[config.mk]
export PLATFORM = sky130hd
export DESIGN_NAME = fm_writer
export DESIGN_NICKNAME = d
export VERILOG_FILES = /design/src/rtl/fm_writer.sv
export SDC_FILE = /design/constraint.sdc
export NUM_CORES = 1
export LEC_CHECK = 0
export ABC_CLOCK_PERIOD_IN_PS = 2500
export CORE_ASPECT_RATIO = 1.5
export CORE_MARGIN = 1
export CORE_UTILIZATION = 40
export CTS_CLUSTER_SIZE = 28
export DETAILED_ROUTE_END_ITERATION = 10
export GPL_TIMING_DRIVEN = 0
export PLACE_DENSITY = 0.66
export SLEW_MARGIN = 20
export SYNTH_ARGS = -nofsm -noshare
export SYNTH_HDL_FRONTEND = slang
export SYNTH_SLANG_ARGS = --single-unit
[constraint.sdc]
create_clock -name clk -period 2.5 [get_ports clk]
set_clock_uncertainty 0.05 [all_clocks]
set_input_delay 0.375 -clock clk [delete_from_list [all_inputs] [get_ports clk]]
set_output_delay 0.375 -clock clk [all_outputs]
set_load 0.03 [all_outputs]
[src/rtl/fm_writer.sv]
// Full-match memory writer: buffers incoming full matches in a 2-entry skid FIFO
// and writes them into a BX-paged memory, tracking per-page count, overflow, order and flush.
module fm_writer #(
  parameter int RESDWIDTH  = 40,
  parameter int ACTIVE_MSB = RESDWIDTH - 5,
  parameter int ACTIVE_LSB = RESDWIDTH - 10,
  parameter int MEMSIZE    = 6
) (
  input  logic                 clk,
  input  logic                 rst,
  input  logic                 new_bx,
  input  logic [3:0]           BX_pipe,
  input  logic [RESDWIDTH-1:0] fullmatch_in,
  input  logic                 valid_in,
  output logic                 ready_o,
  output logic                 write_en,
  output logic [MEMSIZE+3:0]   write_addr,
  output logic [RESDWIDTH-1:0] write_data,
  output logic [5:0]           number_out,
  output logic                 done_o,
  output logic [5:0]           done_number,
  output logic [3:0]           done_bx,
  output logic                 overflow_o,
  output logic                 order_err_o,
  output logic                 flush_o
);

  localparam int KEYW = ACTIVE_MSB - ACTIVE_LSB + 1;

  logic [RESDWIDTH-1:0] fifo_mem [2];
  logic                 rd_ptr;
  logic                 wr_ptr;
  logic [1:0]           occ;

  logic [3:0]           page_bx;
  logic [MEMSIZE-1:0]   count;
  logic [KEYW-1:0]      last_key;
  logic                 have_last;

  logic                 accept;
  logic                 fifo_nonempty;
  logic                 fifo_pop;
  logic                 push;
  logic                 pop;
  logic [RESDWIDTH-1:0] pop_data;
  logic [KEYW-1:0]      pop_key;
  logic                 page_full;
  logic                 out_of_order;
  logic [1:0]           occ_next;

  always_comb begin
    accept        = valid_in && ready_o;
    fifo_nonempty = (occ != 2'd0);
    fifo_pop      = !new_bx && fifo_nonempty;
    // With an empty FIFO and no page change the accepted word bypasses storage.
    push          = accept && (new_bx || fifo_nonempty);
    pop           = !new_bx && (fifo_nonempty || accept);
    pop_data      = fifo_nonempty ? fifo_mem[rd_ptr] : fullmatch_in;
    pop_key       = pop_data[ACTIVE_MSB:ACTIVE_LSB];
    page_full     = &count;
    out_of_order  = have_last && (pop_key < last_key);
    if (new_bx) begin
      occ_next = {1'b0, accept};
    end else begin
      occ_next = occ + {1'b0, push} - {1'b0, fifo_pop};
    end
  end

  always_ff @(posedge clk) begin
    if (push) begin
      fifo_mem[wr_ptr] <= fullmatch_in;
    end
  end

  always_ff @(posedge clk or negedge rst) begin
    if (!rst) begin
      rd_ptr      <= 1'b0;
      wr_ptr      <= 1'b0;
      occ         <= 2'd0;
      ready_o     <= 1'b1;
      page_bx     <= 4'd0;
      count       <= '0;
      last_key    <= '0;
      have_last   <= 1'b0;
      write_en    <= 1'b0;
      write_addr  <= '0;
      write_data  <= '0;
      done_o      <= 1'b0;
      done_number <= '0;
      done_bx     <= '0;
      overflow_o  <= 1'b0;
      order_err_o <= 1'b0;
      flush_o     <= 1'b0;
    end else begin
      occ     <= occ_next;
      ready_o <= (occ_next <= 2'd1);
      wr_ptr  <= wr_ptr ^ push;
      // A page change discards stored words by snapping the read pointer to the write pointer.
      rd_ptr  <= new_bx ? wr_ptr : (rd_ptr ^ fifo_pop);

      if (new_bx) begin
        write_en    <= 1'b0;
        done_o      <= 1'b1;
        done_number <= 6'(count);
        done_bx     <= page_bx;
        page_bx     <= BX_pipe;
        count       <= '0;
        last_key    <= '0;
        have_last   <= 1'b0;
        overflow_o  <= 1'b0;
        order_err_o <= 1'b0;
        flush_o     <= fifo_nonempty;
      end else begin
        done_o <= 1'b0;
        if (pop && !page_full) begin
          write_en   <= 1'b1;
          write_addr <= {page_bx, count};
          write_data <= pop_data;
          count      <= count + 1'b1;
          last_key   <= pop_key;
          have_last  <= 1'b1;
          if (out_of_order) begin
            order_err_o <= 1'b1;
          end
        end else begin
          write_en <= 1'b0;
          if (pop) begin
            overflow_o <= 1'b1;
          end
        end
      end
    end
  end

  assign number_out = 6'(count);

endmodule
# After elaboration in Yosys (flattened, before gate mapping)
# Memory sizes are Yosys's and may differ from the RTL's.
# Cells that the tools add are included.
# word_totals
ff_bits	87
ram_bits	80
in_bits	48
out_inout_bits	72
elab_cells	65
n_memories	1
# op_classes
n_addsub	3
n_lt_le_gt_ge	2
eq_ne	1
n_mux	20
bitwise	3
reduce_logical	18
# memory_table
memory	words	word_bits	read_ports	rd_ports_with_merged_regs	write_ports	line	rtl
fifo_mem	2	40	1	0	1	30	logic [RESDWIDTH-1:0] fifo_mem [2];
# op_table
op	n
two-way mux 40 bit	1
two-way mux 6 bit	4
two-way mux 1 bit	14
nonzero test 2 bit	4
adder 6 x 1 -> 6 bit (second input constant)	1
logical AND 1 bit	6
less-than comparator 6 bit	1
AND reduction 2 bit	3
AND reduction 6 bit	1
adder 2 x 1 -> 2 bit	1
less-or-equal comparator 2 x 1 -> 1 bit (second input constant)	1
logical NOT 1 bit	2
logical OR 1 bit	2
two-way mux 2 bit	1
!= test 2 bit (second input constant)	1
subtractor 2 x 1 -> 2 bit	1
bitwise XOR 1 bit	2
inverter 1 bit	1

# Longest topological paths before layout
# depth
word_depth	7
mapped_depth	11

# Worst setup path after synthesis
# OpenSTA, ideal clock, no wires.
# synth_path
kind	reg2reg
startpoint	register occ[0]
endpoint	memory fifo_mem[0][0], enable pin
setup_time_ns	0.401
t_arrival_ns	2.115
required_ns	2.049
path_slack_ns	-0.067
path_stages_with_launch	7
n_path_buf	2
cell_sequence	dfrtp_1 > buf_2 > or2_2 > clkbuf_1 > o211ai_1 > inv_1 > ha_1
# synth_between
elab_chain_cells	5
# synth_rtl
item	line	rtl
start: declaration	33	logic [1:0] occ;
start signal: assignment	95	occ <= occ_next;
nonzero test 2 bit	53	fifo_nonempty = (occ != 2'd0);
logical OR 1 bit	56	push = accept && (new_bx || fifo_nonempty);
logical AND 1 bit	56	
two-way mux 1 bit	70	if (push) begin
two-way mux 1 bit (implied by the code)	71	fifo_mem[wr_ptr] <= fullmatch_in;
end: declaration	30	
# Every way passes these cells.

# Worst setup path in the final report
# layout_path
startpoint	register occ[0]
endpoint	register occ[1]
# layout_between
elab_chain_cells	6
# layout_rtl
item	line	rtl
nonzero test 2 bit	53	
logical OR 1 bit	56	
logical AND 1 bit	56	
adder 2 x 1 -> 2 bit	65	occ_next = occ + {1'b0, push} - {1'b0, fifo_pop};
subtractor 2 x 1 -> 2 bit *	65	
two-way mux 2 bit *	62	if (new_bx) begin
net occ_next[1]	49	logic [1:0] occ_next;
# Mark *: on every way through the listed nets, which the timed path passes. The rest lies on a longest branch.
# A chain may end at the register's enable or synchronous reset.

==> metrics <==
n_diodes 0; setup ws final 0.2534 ns; warning count from the yosys run 0; CP max-delay cell or2_2; DR vias 4479; vias in the first global route 4756; highest clock rate 0.4451 GHz; Peak VDD IR 0.0006700 V; syn nets 590; max incr delay on CP 0.40 ns; Core Util, Final 54.31%; Inserted Clock Buffers 17; count of flip-flops with a built-in enable after synthesis 80; num rows 57; initial antenna violation count 0; DIE HEIGHT 160.6 microns; post-route ant nets 0; cell area power density 1236 mW/mm^2; Non-Filler Instances 891; sequential cell area fraction in the yosys report 68.31%; area share of the largest cell type after synthesis 35.83%; Synth area leaders edfxtp_1, dfrtp_1, mux2i_1, nand2_1, a21oi_1; Slew headroom 62.49%; CTS tree yes; clock sink count 167; NumNets Final 730; required time of the critical path 2.81 ns; Chip Width 107.7 microns; flops & latches, synth 167; via density per instance 5.027; Initial Util 41.24%; synthesized cell area 0.006705 sq mm; RSZ-0062 raised after global routing false; setup TNS 0 ns; status finished clean; deepest clock path buffer count 2; largest delay contributor family on the critical path simple AND/OR/NAND/NOR gates; Inst Count DP 860; Post-Route WL 15030 microns; GP Congestion 0.8018; Netlist cell types 35; Initial DRC Count 181; FFs w/ async S/R, synth 52.10%; Fillers 1418; final cycle utilization of the critical path 89.86%; largest net degree at the start of global routing 61; final count of negative-setup-slack endpoints 0; DIE AREA 0.01730 sq mm; Place WS -0.8517 ns; CTS H-tree lvls 4; core area 0.01626 sq mm; CP arrival 2.56 ns; Synth area leader edfxtp_1; DRC 0; post-DR wirelength/cell 16.86 microns; type of the worst setup path reg2reg; setup bufs post-CTS 0; Leak 3.626 nW; Setup crit end kind flop; clk_lat worst skew 0.42 ns; Avg Inst Size Synth 12.60 sq um; global-route wire length before repair 24390 microns; share of layout cells above drive strength 1 11.53%; P&R area growth vs syn 31.70%; worst-path fanout max 8; clock root cell clkbuf_16; GRT overflow 0; Final min period 2.247 ns; Synth Flop Type dfrtp_1; max-slew violation count 0; Max-cap violations 0; Post-Syn Instances 532; GRT Overall Usage 18.50%; startpoint type of the worst setup path flop; HPWL after detailed placement 10530 microns; TritonRoute pass-1 iters 4; worst path buffer plus inverter count 3; type of the tightest min-delay check in2reg; crit-path cells buf_2 > or2_2 > o211ai_1 > ha_1 > inv_1 > ha_1 > xnor2_1 > xnor2_1 > nand2b_1 > inv_1; Worst-Margin Slew 0.5626 ns; Clk pin slew, worst setup/hold paths 0.07 ns; I/O Pins 120; Hold Violations, Final 0; # port buffers 119; commonest cells in the synthesized netlist dfrtp_1, nand2_1, edfxtp_1, a21oi_1; tightest hold margin 0.2318 ns
-- metal layers --
| layer | up-vias | GRT usage, % | part of all wire (%) |
|---|---|---|---|
| met5 | - | 0 | 0 |
| met4 | 0 | 5.106 | 1.1 |
| met3 | 16 | 5.276 | 5.6 |
| met2 | 130 | 32.40 | 52 |
| met1 | 2191 | 21.91 | 41 |
| li1 | 2142 | - | - |
-- registers in the layout (all words and copies together), names as in the netlist --
register     cells
write_en         1
overflow_o       1
page_bx          4
order_err_o      1
done_o           1
ready_o          1
have_last        1
write_data      40
last_key         6
occ              2
fifo_mem        80
rd_ptr           1
write_addr      10
wr_ptr           1
done_bx          4
flush_o          1
done_number      6
number_out       6
-- final timing paths --
check	startpoint	end	slack (ns)	cells after the start
setup / recovery	occ[0]	occ[1]	0.25	10
hold / removal	new_bx	done_o	0.23	1
setup reg to reg	occ[0]	occ[1]	0.25	10
hold reg to reg	write_data[18]	write_data[18]	0.43	2
max in group asynchronous	rst	ready_o	1.42	3
min in group asynchronous	rst	write_addr[7]	0.34	2
-- logic make-up after synthesis --
kind of cell | share of synthesized area [%]
flip-flops | 68.31
AND/OR/NAND/NOR | 9.050
AO/OA/AOI/OAI | 7.968
multiplexers | 8.789
buffers and inverters | 3.359
adder cells (fa/ha/maj) | 1.866
XOR/XNOR | 0.6531
-- layout by cell type (no fill, tap or decap), types with 8 or more instances in the layout --
cell type        netlist  final
a21oi_1               48     47
clkdlybuf4s50_1        0    117
o21ai_0               37     37
mux2_2                15     15
dfrtp_1               86     86
inv_1                 14     14
mux2i_1               42     42
ha_1                  10      8
nor2_1                42     41
clkbuf_1              14      9
clkbuf_16              0     17
edfxtp_1              80     80
buf_2                 10     11
nand2_1               86     86
-- per-stage QoR --
stage               cell area, sq um  total power [W]
floorplan                       6705         0.006751
global placement                8154         0.008311
detailed placement              8228         0.008459
CTS                             8823          0.01103
global route                    8831          0.01156
finish                          8831          0.01091
-- area by class of cell --
cell class / instances / area [sq um] / area share, %
Sequential cell: 167 / 4581 / 51.87
Multi-Input combinational cell: 318 / 1916 / 21.69
Timing Repair Buffer: 123 / 1272 / 14.41
Clock buffer: 17 / 425.4 / 4.817
Tap cell: 206 / 257.7 / 2.919
Buffer: 30 / 162.7 / 1.842
Clock inverter: 15 / 157.7 / 1.785
Inverter: 15 / 58.81 / 0.6659
-- where the power goes --
group | switching (W) | total (W) | leakage [nW] | internal, W
combinational | 0.00263 | 0.00434 | 1.51 | 0.00171
sequential | 0.000351 | 0.00404 | 1.83 | 0.00369
clock | 0.00120 | 0.00254 | 0.285 | 0.00134
total | 0.00417 | 0.0109 | 3.63 | 0.00674
-- repair_timing --
item                                    CTS  global route
endpoints found under the setup margin   59            58
resized for setup                         4             4
hold endpoints to repair                 27             0
hold buffers                              1             0
Power figures use the tool's default switching activity.
